===== src/rtl/pdp_mem_arbiter.sv =====
// Single-port memory arbiter between PDP-8 instruction fetch and execute requesters.
// Define PDP_ARB_RR_EN for round-robin fetch/exec priority instead of fixed exec priority with starvation forcing.
module pdp_mem_arbiter #(
   parameter int ADDR_WIDTH   = 12,
   parameter int DATA_WIDTH   = 12,
   parameter int RD_LAT       = 1,
   parameter int STARVE_LIMIT = 3
) (
   input  logic                  clk,
   input  logic                  reset,
   input  logic                  fetch_rd_req,
   input  logic [ADDR_WIDTH-1:0] fetch_rd_addr,
   output logic                  fetch_done,
   output logic [DATA_WIDTH-1:0] fetch_rd_data,
   input  logic                  exec_rd_req,
   input  logic [ADDR_WIDTH-1:0] exec_rd_addr,
   input  logic                  exec_wr_req,
   input  logic [ADDR_WIDTH-1:0] exec_wr_addr,
   input  logic [DATA_WIDTH-1:0] exec_wr_data,
   output logic                  exec_done,
   output logic [DATA_WIDTH-1:0] exec_rd_data,
   output logic                  mem_rd_req,
   output logic [ADDR_WIDTH-1:0] mem_rd_addr,
   input  logic [DATA_WIDTH-1:0] mem_rd_data,
   output logic                  mem_wr_req,
   output logic [ADDR_WIDTH-1:0] mem_wr_addr,
   output logic [DATA_WIDTH-1:0] mem_wr_data,
   output logic                  busy
);

   typedef enum logic [2:0] {IDLE, RD_ISSUE, RD_WAIT, WR_ISSUE, DONE} state_t;

   localparam logic [2:0] WAIT_INIT = 3'(RD_LAT - 1);

   state_t     state;
   logic       owner_exec;
   logic [2:0] wait_cnt;
   logic       grant_fetch;
   logic       grant_exec_wr;
   logic       grant_exec_rd;

`ifdef PDP_ARB_RR_EN
   logic last_owner_exec;

   // On contention the requester that did not win last time gets the grant.
   always_comb begin
      grant_fetch   = 1'b0;
      grant_exec_wr = 1'b0;
      grant_exec_rd = 1'b0;
      if ((exec_wr_req || exec_rd_req) && (!fetch_rd_req || !last_owner_exec)) begin
         if (exec_wr_req)
            grant_exec_wr = 1'b1;
         else
            grant_exec_rd = 1'b1;
      end else if (fetch_rd_req) begin
         grant_fetch = 1'b1;
      end
   end

   always_ff @(posedge clk) begin
      if (reset)
         last_owner_exec <= 1'b0;
      else if (state == IDLE && (grant_exec_wr || grant_exec_rd))
         last_owner_exec <= 1'b1;
      else if (state == IDLE && grant_fetch)
         last_owner_exec <= 1'b0;
   end
`else
   localparam int            SW         = (STARVE_LIMIT < 1) ? 1 : $clog2(STARVE_LIMIT + 1);
   localparam logic [SW-1:0] STARVE_MAX = SW'(STARVE_LIMIT);

   logic [SW-1:0] starve_cnt;
   logic          force_fetch;

   always_comb begin
      force_fetch   = (STARVE_LIMIT != 0) && fetch_rd_req && (starve_cnt == STARVE_MAX);
      grant_fetch   = 1'b0;
      grant_exec_wr = 1'b0;
      grant_exec_rd = 1'b0;
      if (force_fetch)
         grant_fetch = 1'b1;
      else if (exec_wr_req)
         grant_exec_wr = 1'b1;
      else if (exec_rd_req)
         grant_exec_rd = 1'b1;
      else if (fetch_rd_req)
         grant_fetch = 1'b1;
   end

   // Counts exec grants that passed over a waiting fetch; saturates at the limit.
   always_ff @(posedge clk) begin
      if (reset) begin
         starve_cnt <= '0;
      end else if (state == IDLE) begin
         if (!fetch_rd_req || grant_fetch)
            starve_cnt <= '0;
         else if ((grant_exec_wr || grant_exec_rd) && starve_cnt != STARVE_MAX)
            starve_cnt <= starve_cnt + SW'(1);
      end
   end
`endif

   always_ff @(posedge clk) begin
      if (reset) begin
         state         <= IDLE;
         owner_exec    <= 1'b0;
         wait_cnt      <= 3'd0;
         busy          <= 1'b0;
         fetch_done    <= 1'b0;
         fetch_rd_data <= '0;
         exec_done     <= 1'b0;
         exec_rd_data  <= '0;
         mem_rd_req    <= 1'b0;
         mem_rd_addr   <= '0;
         mem_wr_req    <= 1'b0;
         mem_wr_addr   <= '0;
         mem_wr_data   <= '0;
      end else begin
         fetch_done  <= 1'b0;
         exec_done   <= 1'b0;
         mem_rd_req  <= 1'b0;
         mem_rd_addr <= '0;
         mem_wr_req  <= 1'b0;
         mem_wr_addr <= '0;
         mem_wr_data <= '0;
         case (state)
            IDLE: begin
               if (grant_exec_wr) begin
                  owner_exec  <= 1'b1;
                  mem_wr_req  <= 1'b1;
                  mem_wr_addr <= exec_wr_addr;
                  mem_wr_data <= exec_wr_data;
                  busy        <= 1'b1;
                  state       <= WR_ISSUE;
               end else if (grant_exec_rd) begin
                  owner_exec  <= 1'b1;
                  mem_rd_req  <= 1'b1;
                  mem_rd_addr <= exec_rd_addr;
                  busy        <= 1'b1;
                  state       <= RD_ISSUE;
               end else if (grant_fetch) begin
                  owner_exec  <= 1'b0;
                  mem_rd_req  <= 1'b1;
                  mem_rd_addr <= fetch_rd_addr;
                  busy        <= 1'b1;
                  state       <= RD_ISSUE;
               end
            end
            RD_ISSUE: begin
               wait_cnt <= WAIT_INIT;
               state    <= RD_WAIT;
            end
            // Read data is valid RD_LAT cycles after the issue cycle.
            RD_WAIT: begin
               if (wait_cnt == 3'd0) begin
                  if (owner_exec) begin
                     exec_rd_data <= mem_rd_data;
                     exec_done    <= 1'b1;
                  end else begin
                     fetch_rd_data <= mem_rd_data;
                     fetch_done    <= 1'b1;
                  end
                  state <= DONE;
               end else begin
                  wait_cnt <= wait_cnt - 3'd1;
               end
            end
            WR_ISSUE: begin
               exec_done <= 1'b1;
               state     <= DONE;
            end
            DONE: begin
               busy  <= 1'b0;
               state <= IDLE;
            end
            default: begin
               busy  <= 1'b0;
               state <= IDLE;
            end
         endcase
      end
   end

endmodule


===== config.mk =====
export PLATFORM = sky130hd
export DESIGN_NAME = pdp_mem_arbiter
export DESIGN_NICKNAME = d
export VERILOG_FILES = /design/src/rtl/pdp_mem_arbiter.sv
export SDC_FILE = /design/constraint.sdc
export NUM_CORES = 1
export LEC_CHECK = 0
export BUFFER_PORTS_ARGS = -buffer_cell sky130_fd_sc_hd__buf_2
export CORE_ASPECT_RATIO = 1.2
export CORE_MARGIN = 2
export CORE_UTILIZATION = 46
export CTS_CLUSTER_DIAMETER = 120
export DETAILED_ROUTE_END_ITERATION = 10
export PLACE_DENSITY = 0.89
export SKIP_CTS_REPAIR_TIMING = 1
export SYNTH_ARGS = -nofsm -noshare
export SYNTH_HDL_FRONTEND = slang
export SYNTH_SLANG_ARGS = --single-unit

===== constraint.sdc =====
create_clock -name clk -period 1.8 [get_ports clk]
set_input_delay 0.09 -clock clk [delete_from_list [all_inputs] [get_ports clk]]
set_output_delay 0.09 -clock clk [all_outputs]
set_load 0.1 [all_outputs]

==> flow_summary_export.csv, run 1 <==
group,metric,value,unit
sta,worstMarginPinSlew,0.5095,ns
synth,synthXorXnorAreaFrac,0,
layout,final_common_cell,"buf_2",
detailed_routing,drt-wirelength-per-cell,13.67,microns
die,die_w,74.26,microns
global_route,grt_max_degree,27,
setup_path,arrival,1.90,ns
detailed_routing,wl,6822,microns
sta,hold_viol,0,
global_route,grt_antenna_before_repair,0,
power_and_ir_drop,power.density,1048,mW/mm^2
layout,regArea,0.001481,sq mm
placed_design,dp.cells,458,
placed_design,numPortBuffers,129,
sta,rsz0062_at_grt,"false",
synth,synth_compound_area_frac,0.06290,
placed_design,dp_hpwl,4639,microns
clocking,cts_max_level,3,
global_route,grt_pass1_wl,9197,microns
synth,yosysWarnings,0,
setup_path,slowest_delay,0.30,ns
setup_path,r2r-end,"fetch_rd_data[7]",
die,core,0.005705,sq mm
setup_path,r2r-start,"wait_cnt[0]",
clocking,ctsRootBufferMaster,"clkbuf_8",
setup_path,crit_path_max_fanout,9,
setup_path,reg2regPathDepth,7,
sta,fin_crit_sh,0.9099,
clocking,cts_tree,"done",
synth,syn-cell-area,0.002725,sq mm
placed_design,gp_congestion,0.7602,
setup_path,start_kind,"register",
setup_path,cp_num_buf_inv,2,
power_and_ir_drop,vdd_drop_max,709.8,uV
detailed_routing,vias,2415,
synth,synth_cells,261,
die,num_io_pins,130,
synth,syn_avg_cell_area,10.44,sq um
sta,finalCriticalPeriod,1.638,ns
sta,setup_viol,0,
run,cap_viol_max_count,0,
clocking,cts-buffers-inserted,9,
sta,final_max_slew_viol_count,0,
synth,synthDistinctLibCells,36,
global_route,grt_util_all_layers,0.1841,
detailed_routing,drcViolationCount,0,
layout,multi_input_area,0.001119,sq mm
synth,ys_seq_area_frac,0.5436,
die,rows,30,
setup_path,cp_top_family,"simple AND/OR/NAND/NOR gates",
clocking,clk_latency,0.34,ns
setup_path,critPathRequiredTime,2.06,ns
synth,synth_adder_area_share,0.01377,
die,start_util,0.4776,
global_route,grt_pass1_vias,2197,
sta,slew-limit-headroom,0.6626,
clocking,cts_sinks,74,
status,status,"completed",
die,dieHeight,88.32,microns
setup_path,r2r_setup_slack,0.16,ns
layout,drive_gt1_frac,0.3699,
setup_path,cp-startpoint,"wait_cnt[0]",
detailed_routing,ant_nets,0,
layout,final_cell_mix,"129 x buf_2, 74 x dfxtp_1, 38 x nand2b_1",
clocking,clock_path_buffers,2,
synth,synth_seq_cells,74,
layout,nNetsFinal,482,
synth,synthSimpleGateAreaFrac,0.2420,
setup_path,worst_setup_path_end_kind,"register",
global_route,grt.overflow.total,0,
setup_path,crit_path_frequent_cell,"ha_1",
layout,diodes,0,
setup_path,path_depth,7,
layout,fill_cells,450,
synth,synth_mux_area_frac,0.09183,
setup_path,path_class,"register to register",
detailed_routing,dr.pass1.iters,4,
layout,instances_no_fill,499,
die,die_area,0.006558,sq mm
detailed_routing,first_iter_violations,70,
sta,finalSetupTns,0,ns
synth,synthesis.nets,329,
power_and_ir_drop,power_leakage,1.900,nW
worst_hold_path,hold_class,"primary input to register",
sta,timing.fmax,0.6106,GHz
clocking,clk_pin_slew_worst_paths,0.07,ns
setup_path,cpMaxStageDelayCell,"dfxtp_1",
setup_path,crit_end,"fetch_rd_data[7]",
detailed_routing,vias_per_cell,4.840,
layout,areaGrowthSynthToFinish,42.19,%
synth,synth_top_family_by_area,"simple AND/OR/NAND/NOR gates",
sta,finClkSkew,0.01381,ns
setup_path,crit_chain,"inv_1 -> ha_1 -> ha_1 -> and4bb_4 -> nor2b_1 -> buf_4 -> mux2i_1",
==> layer usage <==
metal / vias to the layer above / share of wire / GRT usage
met4: 0 / 0.019 / 0.08279
met2: 113 / 0.51 / 0.3279
met1: 1104 / 0.39 / 0.1914
met5: - / 0 / 0
li1: 1186 / - / -
met3: 12 / 0.086 / 0.06834
==> cell families after synthesis <==
kind of cell,Yosys count
flip-flops,74
multiplexers,25
buffers and inverters,22
AO/OA/AOI/OAI,27
adder cells (fa/ha/maj),3
AND/OR/NAND/NOR,110
==> sequential cells by signal, indices dropped and copies added, names as in the netlist <==
register,flops
starve_cnt,2
state,3
mem_wr_addr,12
exec_rd_data,12
mem_wr_req,1
fetch_rd_data,12
busy,1
mem_wr_data,12
mem_rd_req,1
mem_rd_addr,12
owner_exec,1
exec_done,1
fetch_done,1
wait_cnt,3
==> stage by stage <==
stage	hold WS [ns]	power (W)	area [sq um]	util	setup slack (ns)
3_3_place_gp	0.2900	0.002645	3406	0.5969	0.2694
2_1_floorplan	0.2058	0.002494	2725	-	0.2827
4_1_cts	-0.06860	0.004031	3625	0.6353	0.1419
5_1_grt	-0.0007677	0.004208	3875	0.6792	0.01249
3_5_place_dp	0.2919	0.002659	3406	0.5969	0.1563
6_report	0.008663	0.004061	3875	0.6792	0.1622
==> cell type report <==
| class | instances | area share |
|---|---|---|
| Sequential cell | 74 | 0.3823 |
| Timing Repair Buffer | 160 | 0.2428 |
| Multi-Input combinational cell | 165 | 0.2887 |
| Clock inverter | 5 | 0.02002 |
| Clock buffer | 11 | 0.03649 |
| Inverter | 4 | 0.003875 |
| Tap cell | 80 | 0.02583 |
==> power breakdown <==
group	internal, W	switching (W)
clock network	0.000814	0.000578
registers	0.00172	0.0000482
logic	0.000238	0.000665
==> Yosys cell counts <==
master,number,share of area
a21bo_2,1,0.0037
a21oi_1,15,0.028
a21oi_2,1,0.0032
and2_1,25,0.057
and3_1,1,0.0023
and4bb_4,1,0.0060
buf_2,3,0.0055
buf_4,4,0.011
buf_6,3,0.012
clkbuf_1,7,0.0096
clkbuf_2,1,0.0018
dfxtp_1,74,0.54
ha_1,3,0.014
inv_1,4,0.0055
mux2i_1,25,0.092
nand2_1,4,0.0055
nand2_2,1,0.0023
nand2b_1,38,0.087
nand3_1,24,0.044
nand3b_1,1,0.0028
nand4bb_1,1,0.0041
nor2_1,5,0.0069
nor2b_1,2,0.0046
nor3_1,1,0.0018
nor3b_1,1,0.0028
nor4_1,1,0.0023
nor4b_1,1,0.0032
o211a_1,2,0.0073
o211ai_1,1,0.0028
o21ai_0,1,0.0018
o21bai_1,1,0.0028
o22ai_1,2,0.0046
o31ai_1,1,0.0028
o41ai_1,2,0.0064
or3_1,2,0.0046
or3_4,1,0.0041
==> worst register-to-register path, stage by stage, from the launching register on <==
cell and delay (ns):
dfxtp_1 0.30, inv_1 0.08, ha_1 0.16, ha_1 0.19, and4bb_4 0.27, nor2b_1 0.13
buf_4 0.21, mux2i_1 0.22
==> worst min-delay path by stage <==
stage	startpoint	endpoint	slack, ns	cells past startpoint
2_1_floorplan	exec_rd_req	mem_rd_req	0.21	2
3_3_place_gp	exec_wr_addr[11]	mem_wr_addr[11]	0.29	2
4_1_cts	exec_wr_addr[2]	mem_wr_addr[2]	-0.07	2
5_1_grt	exec_rd_addr[2]	mem_rd_addr[2]	-0.0008	3
3_5_place_dp	exec_wr_addr[2]	mem_wr_addr[2]	0.29	2
6_report	exec_rd_addr[9]	mem_rd_addr[9]	0.009	3
No activity file was read; power rests on OpenSTA's default activity.
==> inputs of run 2 (changes only) <==
Settings changed: RECOVER_POWER set to 100.
==> flow_summary_export.csv, run 2 (synthesized netlist as in run 1, its figures left out) <==
group,metric,value,unit
clocking,cts-buffers-inserted,9,
placed_design,dpl_cell_area,0.003406,sq mm
worst_hold_path,hold_class,"primary input to register",
setup_path,r2r_setup_slack,0.16,ns
setup_path,cpMaxStageDelayCell,"dfxtp_1",
sta,timing.fmax,0.6100,GHz
placed_design,numPortBuffers,129,
layout,drive_gt1_frac,0.3652,
status,status,"completed",
detailed_routing,ant_nets,0,
die,rows,30,
power_and_ir_drop,seqPwrFrac,0.436,
clocking,clk_latency,0.34,ns
die,dieHeight,88.32,microns
die,start_util,0.4776,
detailed_routing,dr.pass1.iters,4,
placed_design,dp_hpwl,4639,microns
layout,areaGrowthSynthToFinish,41.92,%
layout,final_cell_mix,"74 x dfxtp_1, 66 x clkbuf_2, 64 x buf_2",
sta,finalCriticalPeriod,1.639,ns
sta,setup_viol,0,
global_route,grt_util_all_layers,0.1841,
setup_path,crit_path_frequent_cell,"ha_1",
sta,finalSetupTns,0,ns
power_and_ir_drop,swShare,0.3193,
placed_design,gp_congestion,0.7602,
power_and_ir_drop,comb_power_share,0.221,
clocking,cts_max_level,3,
setup_path,crit_chain,"inv_1 -> ha_1 -> ha_1 -> and4bb_4 -> nor2b_1 -> buf_4 -> mux2i_1",
sta,finClkSkew,0.01397,ns
die,num_io_pins,130,
clocking,cts_sinks,74,
detailed_routing,vias_per_cell,4.824,
setup_path,cp_num_buf_inv,2,
power_and_ir_drop,p_int,0.002761,W
layout,fill_cells,452,
power_and_ir_drop,clock_power_share,0.343,
sta,slew-limit-headroom,0.6233,
layout,nNetsFinal,482,
setup_path,path_depth,7,
die,die_area,0.006558,sq mm
power_and_ir_drop,power_leakage,1.838,nW
global_route,grt_pass1_wl,9197,microns
die,core,0.005705,sq mm
worst_hold_path,worstHoldPathCells,3,
setup_path,slowest_delay,0.30,ns
detailed_routing,drt-wirelength-per-cell,13.80,microns
power_and_ir_drop,power.density,1049,mW/mm^2
clocking,clock_path_buffers,2,
sta,worstMarginPinSlew,0.5675,ns
setup_path,start_kind,"register",
clocking,cts_tree,"done",
run,cap_viol_max_count,0,
global_route,grt_antenna_before_repair,0,
detailed_routing,first_iter_violations,71,
setup_path,reg2regPathDepth,7,
layout,diodes,0,
setup_path,path_class,"register to register",
global_route,grt_max_degree,27,
die,die_w,74.26,microns
setup_path,cp_top_family,"simple AND/OR/NAND/NOR gates",
sta,hold_viol,0,
detailed_routing,drcViolationCount,0,
clocking,ctsRootBufferMaster,"clkbuf_8",
layout,final_area,0.003867,sq mm
detailed_routing,wl,6885,microns
global_route,grt_pass1_vias,2197,
setup_path,arrival,1.90,ns
setup_path,critPathRequiredTime,2.06,ns
sta,fin_crit_sh,0.9108,
sta,final_max_slew_viol_count,0,
power_and_ir_drop,vdd_drop_max,709.3,uV
detailed_routing,vias,2407,
setup_path,crit_path_max_fanout,9,
layout,final_common_cell,"dfxtp_1",
clocking,clk_pin_slew_worst_paths,0.07,ns
sta,rsz0062_at_grt,"false",
power_and_ir_drop,switching_power,0.001295,W
global_route,grt.overflow.total,0,
power_and_ir_drop,power,0.004056,W
setup_path,worst_setup_path_end_kind,"register",
==> run 2: per-layer routing <==
layer	GRT usage	part of all wire	routed length, microns	vias to the layer above
met4	0.08279	0.021	142	0
met1	0.1914	0.39	2701	1100
met2	0.3279	0.50	3474	110
li1	-	-	-	1183
met3	0.06834	0.082	566	14
met5	0	0	0	-
==> run 2: cell type report <==
cell class | instances | area [sq um] | share of cell area
clock inverter | 5 | 77.57 | 0.02006
multi-input combinational | 165 | 1114 | 0.2879
tap | 80 | 100.1 | 0.02588
timing repair buffer | 160 | 938.4 | 0.2426
clock buffer | 11 | 141.4 | 0.03656
inverter | 4 | 15.01 | 0.003882
sequential | 74 | 1481 | 0.3830
==> run 2: worst reg2reg max path, stage by stage (launching register included) <==
cell	delay, ns
dfxtp_1	0.30
inv_1	0.08
ha_1	0.16
ha_1	0.19
and4bb_4	0.27
nor2b_1	0.13
buf_4	0.21
mux2i_1	0.22
==> run 2: path summary, 6_finish.rpt <==
check | endpoint | start
max reg2reg | fetch_rd_data[7] | wait_cnt[0]
min | mem_rd_addr[9] | exec_rd_addr[9]
max | fetch_rd_data[7] | wait_cnt[0]
min reg2reg | busy | busy
==> run 2: metrics by stage <==
stage          hold WS [ns]  worst slack [ns]    util  instances
5_1_grt          -0.0007677           0.01126  0.6779        499
3_3_place_gp         0.2900            0.2694  0.5969        458
2_1_floorplan        0.2058            0.2827       -        261
3_5_place_dp         0.2919            0.1563  0.5969        458
6_report           0.008282            0.1606  0.6779        499
4_1_cts            -0.06860            0.1419  0.6353        474
==> run 2: power groups by stage <==
stage          Combinational, W  Clock, W  Sequential (W)
6_report               0.000896   0.00139         0.00177
5_1_grt                0.000936   0.00149         0.00178
4_1_cts                0.000858   0.00141         0.00176
3_5_place_dp           0.000857         0         0.00180
3_3_place_gp           0.000848         0         0.00180
2_1_floorplan          0.000223         0         0.00227
==> inputs of run 3 (changes only) <==
Settings changed: RECOVER_POWER 100 to 25.
==> flow_summary_export.csv, run 3 (synthesized netlist as in run 1, its figures left out) <==
group,metric,value,unit
layout,drive_gt1_frac,0.3699,
layout,fin_util,0.6792,
die,num_io_pins,130,
layout,final_cell_mix,"98 x buf_2, 74 x dfxtp_1, 38 x nand2b_1",
setup_path,cpMaxStageDelayCell,"dfxtp_1",
layout,final_common_cell,"buf_2",
die,die_w,74.26,microns
power_and_ir_drop,clock_power_share,0.343,
detailed_routing,first_iter_violations,72,
worst_hold_path,hold_class,"primary input to register",
setup_path,crit_chain,"inv_1 -> ha_1 -> ha_1 -> and4bb_4 -> nor2b_1 -> buf_4 -> mux2i_1",
detailed_routing,drcViolationCount,0,
power_and_ir_drop,power.density,1048,mW/mm^2
layout,fill_cells,450,
setup_path,r2r_setup_slack,0.16,ns
sta,worstMarginPinSlew,0.5675,ns
clocking,cts_max_level,3,
power_and_ir_drop,swShare,0.3182,
global_route,grt.overflow.total,0,
die,die_area,0.006558,sq mm
detailed_routing,wl,6824,microns
detailed_routing,drt-wirelength-per-cell,13.68,microns
sta,timing.fmax,0.6112,GHz
clocking,clk_pin_slew_worst_paths,0.07,ns
setup_path,cp_num_buf_inv,2,
die,dieHeight,88.32,microns
sta,rsz0062_at_grt,"false",
setup_path,path_class,"register to register",
sta,finalCriticalPeriod,1.636,ns
setup_path,arrival,1.90,ns
detailed_routing,dr.pass1.iters,4,
placed_design,gp_congestion,0.7602,
die,start_util,0.4776,
clocking,cts-buffers-inserted,9,
setup_path,r2r-start,"wait_cnt[0]",
setup_path,cp-startpoint,"wait_cnt[0]",
setup_path,cp_top_family,"simple AND/OR/NAND/NOR gates",
setup_path,worst_setup_path_end_kind,"register",
layout,final_area,0.003875,sq mm
power_and_ir_drop,switching_power,0.001292,W
setup_path,slowest_delay,0.30,ns
setup_path,critPathRequiredTime,2.07,ns
die,rows,30,
clocking,ctsRootBufferMaster,"clkbuf_8",
clocking,clock_path_buffers,2,
sta,fin_crit_sh,0.9089,
setup_path,path_depth,7,
setup_path,crit_end,"fetch_rd_data[7]",
power_and_ir_drop,comb_power_share,0.222,
clocking,cts_tree,"done",
power_and_ir_drop,vdd_drop_max,711.6,uV
sta,setup_viol,0,
status,status,"completed",
global_route,grt_pass1_wl,9197,microns
placed_design,dpl_cell_area,0.003406,sq mm
sta,finClkSkew,0.01289,ns
power_and_ir_drop,seqPwrFrac,0.435,
setup_path,start_kind,"register",
detailed_routing,vias,2411,
placed_design,numPortBuffers,129,
setup_path,crit_path_frequent_cell,"ha_1",
clocking,clk_latency,0.34,ns
layout,areaGrowthSynthToFinish,42.19,%
global_route,grt_pass1_vias,2197,
setup_path,crit_path_max_fanout,9,
layout,nNetsFinal,482,
power_and_ir_drop,p_int,0.002768,W
placed_design,pre_cts_slack,0.1563,ns
layout,diodes,0,
power_and_ir_drop,power_leakage,1.874,nW
detailed_routing,vias_per_cell,4.832,
run,cap_viol_max_count,0,
global_route,grt_antenna_before_repair,0,
clocking,cts_sinks,74,
global_route,grt_max_degree,27,
detailed_routing,ant_nets,0,
global_route,grt_util_all_layers,0.1841,
die,core,0.005705,sq mm
sta,hold_viol,0,
sta,finalWorstSetupSlack,0.1640,ns
sta,finalSetupTns,0,ns
sta,final_max_slew_viol_count,0,
setup_path,reg2regPathDepth,7,
sta,slew-limit-headroom,0.6233,
setup_path,r2r-end,"fetch_rd_data[7]",
placed_design,dp_hpwl,4639,microns
==> run 3: changes by cell type in the layout (fill, tap and decap cells not counted) <==
cell      delta
and2_0       -9
clkbuf_2    -35
buf_2       +34
or3_1        -1
and2_1       +9
or3_4        +1
a21bo_1      -1
a21bo_2      +1
buf_4        +1
==> run 3: worst min-delay path: cells and delay by family <==
family | cells | cell delay (ns)
simple gates | 1 | 0.05
compound gates | 1 | 0.06
buf+inv | 1 | 0.09
==> run 3: layer usage <==
layer,track usage,vias to the layer above,wire length (microns)
li1,-,1181,-
met1,0.1914,1107,2661
met2,0.3279,111,3445
met3,0.06834,12,578
met4,0.08279,0,139
met5,0,-,0
==> run 3: cell type report <==
type	count	area [sq um]	share of cell area
flip-flops and latches	74	1481	0.3823
multi-input cells	165	1119	0.2887
repair buffers	160	940.9	0.2428
clock buffers	11	141.4	0.03649
well taps	80	100.1	0.02583
clock inverters	5	77.57	0.02002
inverters	4	15.01	0.003875
==> run 3: power groups by stage <==
stage	Combinational, W	Clock, W	Sequential [W]
after floorplan	0.000223	0	0.00227
after global placement	0.000848	0	0.00180
after detailed placement	0.000857	0	0.00180
after CTS	0.000858	0.00141	0.00176
after global routing	0.000943	0.00149	0.00178
final	0.000902	0.00139	0.00177
==> run 3: per-stage QoR <==
step	total power, W	hold WS (ns)	std cells
after floorplan	0.002494	0.2058	261
after global placement	0.002645	0.2900	458
after detailed placement	0.002659	0.2919	458
after CTS	0.004031	-0.06860	474
after global routing	0.004207	-0.0007677	499
final	0.004061	0.006449	499
==> run 3: worst min path at each step <==
stage | depth (start not counted) | from | endpoint | slack, ns
floorplan | 2 | exec_rd_req | mem_rd_req | 0.21
finish | 3 | exec_rd_addr[9] | mem_rd_addr[9] | 0.006
global placement | 2 | exec_wr_addr[11] | mem_wr_addr[11] | 0.29
global route | 3 | exec_rd_addr[2] | mem_rd_addr[2] | -0.0008
detailed placement | 2 | exec_wr_addr[2] | mem_wr_addr[2] | 0.29
CTS | 2 | exec_wr_addr[2] | mem_wr_addr[2] | -0.07
